[src/rtl/add_serial.sv]
// Digit-serial add/subtract unit: WIDTH-bit operands, DIGIT bits per clock.
// Registered carry links digits; reports unsigned carry-out and signed overflow.
module add_serial #(
    parameter int WIDTH = 16,
    parameter int DIGIT = 4
) (
    input  logic             clk,
    input  logic             rst_n,
    input  logic             start,
    input  logic             sub,
    input  logic [WIDTH-1:0] a,
    input  logic [WIDTH-1:0] b,
    output logic             busy,
    output logic             done,
    output logic [WIDTH-1:0] sum,
    output logic             co,
    output logic             ov
);

    localparam int N  = WIDTH / DIGIT;
    localparam int CW = (N > 1) ? $clog2(N) : 1;

    localparam logic [1:0] IDLE = 2'd0;
    localparam logic [1:0] RUN  = 2'd1;
    localparam logic [1:0] DONE = 2'd2;

    generate
        if (DIGIT < 1 || (WIDTH % DIGIT) != 0) begin : g_bad_param
            $error("add_serial: WIDTH must be a multiple of DIGIT, DIGIT >= 1");
        end
    endgenerate

    logic [1:0]       state;
    logic [WIDTH-1:0] a_q;
    logic [WIDTH-1:0] b_q;
    logic             carry;
    logic [CW-1:0]    cnt;

    logic [DIGIT-1:0] a_d;
    logic [DIGIT-1:0] b_d;
    logic [DIGIT-1:0] r_d;
    logic             c_out;
    logic             c_msb;
    logic             last;
    logic             accept;

    always_comb begin
        a_d            = a_q[int'(cnt)*DIGIT +: DIGIT];
        b_d            = b_q[int'(cnt)*DIGIT +: DIGIT];
        {c_out, r_d}   = {1'b0, a_d} + {1'b0, b_d} + {{DIGIT{1'b0}}, carry};
        // carry into the digit's top bit recovered from its sum bit
        c_msb          = a_d[DIGIT-1] ^ b_d[DIGIT-1] ^ r_d[DIGIT-1];
        last           = (cnt == CW'(N - 1));
        accept         = start && (state == IDLE || state == DONE);
    end

    assign busy = (state == RUN);
    assign done = (state == DONE);

    always_ff @(posedge clk or negedge rst_n) begin
        if (!rst_n) begin
            state <= IDLE;
            a_q   <= '0;
            b_q   <= '0;
            carry <= 1'b0;
            cnt   <= '0;
            sum   <= '0;
            co    <= 1'b0;
            ov    <= 1'b0;
        end else begin
            case (state)
                RUN: begin
                    sum[int'(cnt)*DIGIT +: DIGIT] <= r_d;
                    carry <= c_out;
                    cnt   <= cnt + 1'b1;
                    if (last) begin
                        co    <= c_out;
                        ov    <= c_msb ^ c_out;
                        cnt   <= '0;
                        state <= DONE;
                    end
                end
                IDLE, DONE: begin
                    if (accept) begin
                        a_q   <= a;
                        b_q   <= sub ? ~b : b;
                        carry <= sub;
                        cnt   <= '0;
                        state <= RUN;
                    end else begin
                        state <= IDLE;
                    end
                end
                default: state <= IDLE;
            endcase
        end
    end

endmodule

[config.mk]
export PLATFORM = sky130hd
export DESIGN_NAME = add_serial
export DESIGN_NICKNAME = d
export VERILOG_FILES = /design/src/rtl/add_serial.sv
export SDC_FILE = /design/constraint.sdc
export NUM_CORES = 1
export LEC_CHECK = 0
export CAP_MARGIN = 30
export CORE_ASPECT_RATIO = 0.7
export CORE_MARGIN = 4
export CORE_UTILIZATION = 46
export DETAILED_ROUTE_END_ITERATION = 10
export HOLD_SLACK_MARGIN = 0.15
export PLACE_DENSITY_LB_ADDON = 0.1
export REMOVE_ABC_BUFFERS = 1
export SYNTH_ARGS = -nofsm -noshare
export SYNTH_HDL_FRONTEND = slang
export SYNTH_SLANG_ARGS = --single-unit
[constraint.sdc]
create_clock -name clk -period 2.78 [get_ports clk]
set_clock_uncertainty 0.2 [all_clocks]
set_input_delay 0.834 -clock clk [delete_from_list [all_inputs] [get_ports clk]]
set_output_delay 0.834 -clock clk [all_outputs]
set_load 0.05 [all_outputs]
==> results of run 1 <==
==> state kept, by name, indices dropped and copies added, names as in the netlist <==
signal  count
a_q        16
state       2
cnt         2
ov          1
b_q        16
sum        16
co          1
carry       1
==> worst max-delay path, delay by kind of cell, from the launching register on <==
family / cells / cell delay (ns)
adder cells (fa/ha/maj): 2 / 0.81
multiplexers: 1 / 0.53
AO/OA/AOI/OAI: 3 / 0.44
flip-flops: 1 / 0.41
XOR/XNOR: 1 / 0.14
==> timing repair <==
item                       CTS  global route
resized for setup            2             2
setup endpoints to repair    3             8
hold buffers                 0             0
==> cell families (layout without fill, tap and decap cells) <==
kind of cell               Yosys count  count (layout)
AOI/OAI and AO/OA                   42              42
xor gates and xnor gates            19              19
buffers and inverters               17              78
DFF                                 55              55
and+or+nand+nor                     38              38
adders and majority gates           11              11
muxes                               24              24
==> layout by cell type, fill, tap and decap left out <==
cell type / n
a31oi_1: 1
dfrtp_1: 54
nor3b_1: 1
nand3_1: 2
clkinv_2: 1
dfrtp_2: 1
buf_4: 10
and3_2: 2
inv_1: 4
a21oi_2: 2
nor3b_2: 1
o21ai_1: 1
fa_2: 1
xnor2_1: 18
clkbuf_1: 2
clkbuf_8: 5
o21ai_0: 18
clkdlybuf4s50_1: 52
mux2_2: 16
nor4_4: 2
a21o_1: 2
buf_2: 1
ha_1: 9
nand2b_2: 1
xor2_2: 1
fa_1: 1
inv_2: 1
buf_12: 2
o31ai_1: 1
mux4_2: 8
and2b_1: 1
nand2b_1: 1
o221ai_1: 1
nand2_1: 27
a22o_1: 16
==> power by group through the flow <==
| stage | sequential [mW] | clock [mW] | combinational (mW) |
|---|---|---|---|
| global route | 1.37 | 0.464 | 2.69 |
| finish | 1.33 | 0.423 | 2.47 |
| CTS | 1.33 | 0.444 | 2.48 |
| detailed placement | 1.35 | 0 | 2.43 |
| global placement | 1.34 | 0 | 2.39 |
| floorplan | 1.57 | 0 | 1.38 |
==> cell type report <==
type | count | area, um2 | area share [%]
Clock buffer | 7 | 76.3 | 2.25
Multi-Input combinational cell | 134 | 1190 | 35.0
Inverter | 5 | 18.8 | 0.552
Clock inverter | 1 | 5.00 | 0.147
Sequential cell | 55 | 1380 | 40.5
Timing Repair Buffer | 65 | 641 | 18.8
Tap cell | 72 | 90.1 | 2.65
==> stage by stage <==
stage                     cells  setup TNS, ns  worst slack, ns  area [um2]  utilization, %
after detailed placement    331        -0.0545          -0.0287        3300            61.2
after global routing        339              0           0.0346        3400            63.0
after global placement      331              0           0.0195        3300            61.2
after floorplan             194          -1.23           -0.297        2570               -
final                       339              0            0.134        3400            63.0
after CTS                   339              0           0.0260        3400            62.9
==> layer usage <==
layer | routed length [um] | track usage [%]
met3 | 239 | 3.89
met2 | 2320 | 23.8
met1 | 2510 | 21.7
met4 | 70 | 5.61
met5 | 0 | 0
==> worst min path at each step <==
stage,start,end,slack (ns),cells past startpoint
4_1_cts,rst_n,b_q[14]$_DFFE_PN0P_,0.29,1
2_1_floorplan,b_q[10]$_DFFE_PN0P_,b_q[10]$_DFFE_PN0P_,0.24,2
3_3_place_gp,b_q[2]$_DFFE_PN0P_,b_q[2]$_DFFE_PN0P_,0.26,2
5_1_grt,b_q[0]$_DFFE_PN0P_,b_q[0]$_DFFE_PN0P_,0.32,2
3_5_place_dp,b_q[15]$_DFFE_PN0P_,b_q[15]$_DFFE_PN0P_,0.27,2
6_report,b_q[15]$_DFFE_PN0P_,b_q[15]$_DFFE_PN0P_,0.28,2
==> metrics.cfg, run 1 <==
[critical_path]
startpoint_type=flip-flop
critPathKind=reg2reg
slowest_delay_ns=0.53
crit_chain=mux4_2 -> fa_2 -> fa_1 -> a21o_1 -> a21oi_2 -> xnor2_1 -> o21ai_1
timing.rr.start=cnt[0]$_DFFE_PN0P_
endpoint_kind=flip-flop
critPathLaunch=cnt[0]$_DFFE_PN0P_
rr_endpoint=ov$_DFFE_PN0P_
crit_slowest_cell=mux4_2
crit_end=ov$_DFFE_PN0P_
reg2reg_depth=7
worstPathArrival_ns=2.64
path_max_fanout=4
reg2reg_slack_ns=0.13
critPathRequiredTime_ns=2.77

[route]
ant_nets=0
route.detailed.drc=0
first_pass_iters=4
routed_wirelength_um=5150
via_per_inst=5.08
wl_per_cell_um=15.2
num_vias=1721
drt_iter0_drc=31

[synthesis]
synth_area_leaders=dfrtp_1 (52%), mux2_2 (6.8%), mux4_2 (6.8%)
synth_top_area_share_pct=52.0
synth-adder-area-share_pct=5.77
synth_edf_count=0
netlist_area_um2=2650
synth_top_family_by_area=multiplexers
synthTopCellsByCount=dfrtp_1 (55), nand2_1 (27), o21ai_0 (18), xnor2_1 (18)
ys_seq_area_share_pct=52.0
synth-seq-cells=55
synth-compound-area-share_pct=10.8
synth_top_flop_cell=dfrtp_1
synth.most_common_cell=dfrtp_1
syn_avg_cell_area_um2=12.8
synthMuxAreaShare_pct=13.6
synthSimpleGateAreaFrac_pct=7.90
yosysUniqueCellTypes=30
postSynth.asyncResetShare_pct=100
synth_largest_area_cell=dfrtp_1
synthCells=206
synth_xor_area_share_pct=6.29
yosysWarnings=0

[clocking]
numCtsBuffers=5
cts_tree=built
clkSlewWorstSetupHoldPaths_ns=0.09
post_cts.repair.setup_buffers=0
cts.sink_count=55
clock_path_buffers=2
clk_latency_ns=0.30
cts-htree-levels=2
cts_root_buffer=clkbuf_8

[timing]
period_needed_ns=2.65
finalSetupViolations=0
slew_headroom_pct=65.1
period_share_pct=95.2
rsz0062_at_grt=false
max_freq_mhz=378
final_hold_viol_count=0
finalMaxSlewViolations=0
worstMarginPinSlew_ns=0.524
hold_slack_ns=0.284

[power_and_ir_drop]
powerDensity_nw_per_um2=1240
p_sw_share_pct=42.4
comb_power_share_pct=58.5
switchingPower_mw=1.79
p_leak_nw=1.47
clkPwrFrac_pct=10.0
seqPwrFrac_pct=31.4
peakVddDrop_mv=0.523
total_power_mw=4.22
p_int_mw=2.43

[cells_and_area]
drive_gt1_share_pct=20.6
diodes=0
n_fill_cell=443
area_delta_synth_final_pct=28.5
nets=313

[grt]
grt-ovfl-total=0
antenna_found_initial=0
grt_pass1_wl_um=8540
grt_max_degree=35
grt_pass1_vias=1762
track_usage_pct=15.5

[place]
gp_congestion=0.797
port_buffers=55
dp_hpwl_um=3890

[floorplanning]
core_area_um2=5400
fp-row-count=22
die_w_um=98.6
die_h_um=71.4
ioPinCount=56
start_util_pct=49.0
die_area_um2=7050

[worst_hold_path]
min_path_type=reg2reg

[status]
status=finished, final reports clean

[flow_run]
drv_cap=0

Power figures use the tool's default switching activity.
==> run 2: changes to the inputs <==
--- a/config.mk
+++ b/config.mk
@@ -6,7 +6,7 @@
 export NUM_CORES = 1
 export LEC_CHECK = 0
 export CAP_MARGIN = 30
-export CORE_ASPECT_RATIO = 0.7
+export CORE_ASPECT_RATIO = 1.2
 export CORE_MARGIN = 4
 export CORE_UTILIZATION = 46
 export DETAILED_ROUTE_END_ITERATION = 10
==> metrics.cfg, run 2 (synthesis results as in run 1) <==
[power_and_ir_drop]
seqPwrFrac_pct=31.5
p_sw_share_pct=42.7
switchingPower_mw=1.79
clkPwrFrac_pct=9.6
p_int_mw=2.39
powerDensity_nw_per_um2=1240
peakVddDrop_mv=0.548
p_leak_nw=1.46
comb_power_share_pct=58.8

[cells_and_area]
mostFrequentLayoutCell=dfrtp_1
area_delta_synth_final_pct=27.3
diodes=0
layout_common_cells=dfrtp_1 (55), clkdlybuf4s50_1 (52), nand2_1 (27)
drive_gt1_share_pct=19.1
reg_top3=a_q x16, b_q x16, sum x16
final_cell_area_um2=3370
nets=310

[timing]
final_hold_viol_count=0
rsz0062_at_grt=false
setup_ws_ns=0.140
finalMaxSlewViolations=0
slew_headroom_pct=62.7
period_share_pct=95.0
worstMarginPinSlew_ns=0.559
finalSetupViolations=0
setup_tns_ns=0
period_needed_ns=2.64
max_freq_mhz=379

[critical_path]
critPathRequiredTime_ns=2.77
endpoint_kind=flip-flop
reg2reg_depth=7
worstPathArrival_ns=2.63
reg2reg_slack_ns=0.14
startpoint_type=flip-flop
path_max_fanout=3
rr_endpoint=ov$_DFFE_PN0P_
critPathKind=reg2reg
timing.rr.start=cnt[0]$_DFFE_PN0P_

[floorplanning]
start_util_pct=47.0
ioPinCount=56
fp-row-count=30
core_area_um2=5630
die_w_um=77.2
die_h_um=91.1
die_area_um2=7030

[grt]
antenna_found_initial=0
grt_pass1_vias=1824
met2_usage_pct=26.0
grt_busiest_layer=met2
grt.met1_usage_pct=20.1
grt-ovfl-total=0
grt_max_degree=33
track_usage_pct=15.6
met3_usage_pct=3.87
grt_pass1_wl_um=8730

[place]
placed_cell_area_um2=3270
gp_congestion=0.827
dp_hpwl_um=3850
place_ws_ns=-0.0398
port_buffers=55

[route]
via_per_inst=5.15
wl_per_cell_um=15.0
drt_iter0_drc=59
num_vias=1679
route.detailed.drc=0
first_pass_iters=4
routed_wirelength_um=4880
ant_nets=0

[worst_hold_path]
min_path_type=reg2reg
min_path_cells=2
worstHoldEndpoint=b_q[15]$_DFFE_PN0P_
worstHoldStart=b_q[15]$_DFFE_PN0P_

[flow_run]
drv_cap=0

[clocking]
cts_root_buffer=clkbuf_8
cts_tree=built
post_cts.repair.setup_buffers=0
holdBufCountCts=0
cts.sink_count=55
numCtsBuffers=5
clk_latency_ns=0.30
cts-htree-levels=2
clock_path_buffers=2
clkSlewWorstSetupHoldPaths_ns=0.09

[status]
status=finished, final reports clean

==> run 2: worst max-delay path, stage by stage (launching register included) <==
cell     delay (ns)
dfrtp_1        0.44
mux4_2         0.55
fa_2           0.39
fa_1           0.39
a21o_1         0.20
a21oi_4        0.16
xnor2_1        0.14
o21ai_1        0.07
==> run 2: layout make-up <==
type / count / area [um2]
well taps: 64 / 80.1
repair buffers: 62 / 622
fillers: 495 / 2260
multi-input cells: 134 / 1200
flip-flops and latches: 55 / 1380
clock buffers: 6 / 72.6
inverters: 5 / 18.8
==> run 2: worst max-delay path by stage <==
stage               slack (ns)  depth (start not counted)                  end                from
floorplan                -0.30                          7       ov$_DFFE_PN0P_  cnt[0]$_DFFE_PN0P_
global placement          0.05                          7       ov$_DFFE_PN0P_  cnt[0]$_DFFE_PN0P_
detailed placement       -0.04                          7       ov$_DFFE_PN0P_  cnt[0]$_DFFE_PN0P_
CTS                       0.01                          6  sum[14]$_DFFE_PN0P_  cnt[0]$_DFFE_PN0P_
global route              0.03                          7       ov$_DFFE_PN0P_  cnt[0]$_DFFE_PN0P_
finish                    0.14                          7       ov$_DFFE_PN0P_  cnt[0]$_DFFE_PN0P_
==> run 2: metrics by stage <==
stage / hold slack, ns / power (mW) / util (%) / cells
2_1_floorplan: 0.245 / 2.95 / - / 194
3_3_place_gp: 0.259 / 3.67 / 58.1 / 320
3_5_place_dp: 0.270 / 3.72 / 58.1 / 320
4_1_cts: 0.291 / 4.15 / 59.4 / 326
5_1_grt: 0.300 / 4.51 / 59.8 / 326
6_report: 0.286 / 4.18 / 59.8 / 326
==> run 2: per-layer routing <==
layer	routed length (um)	vias up
li1	-	837
met1	2170	791
met2	2410	45
met3	247	6
met4	62	0
met5	0	-
==> run 2: power groups by stage <==
stage | registers, mW | logic [mW] | clock network [mW]
after floorplan | 1.57 | 1.38 | 0
after global placement | 1.34 | 2.33 | 0
after detailed placement | 1.34 | 2.38 | 0
after CTS | 1.32 | 2.41 | 0.417
after global routing | 1.37 | 2.69 | 0.451
final | 1.32 | 2.46 | 0.402
==> run 2: repair_timing <==
item	4_1_cts	5_1_grt
pin swaps	0	1
resized for setup	1	4
setup endpoints to repair	1	10
endpoints found under the hold margin	0	0
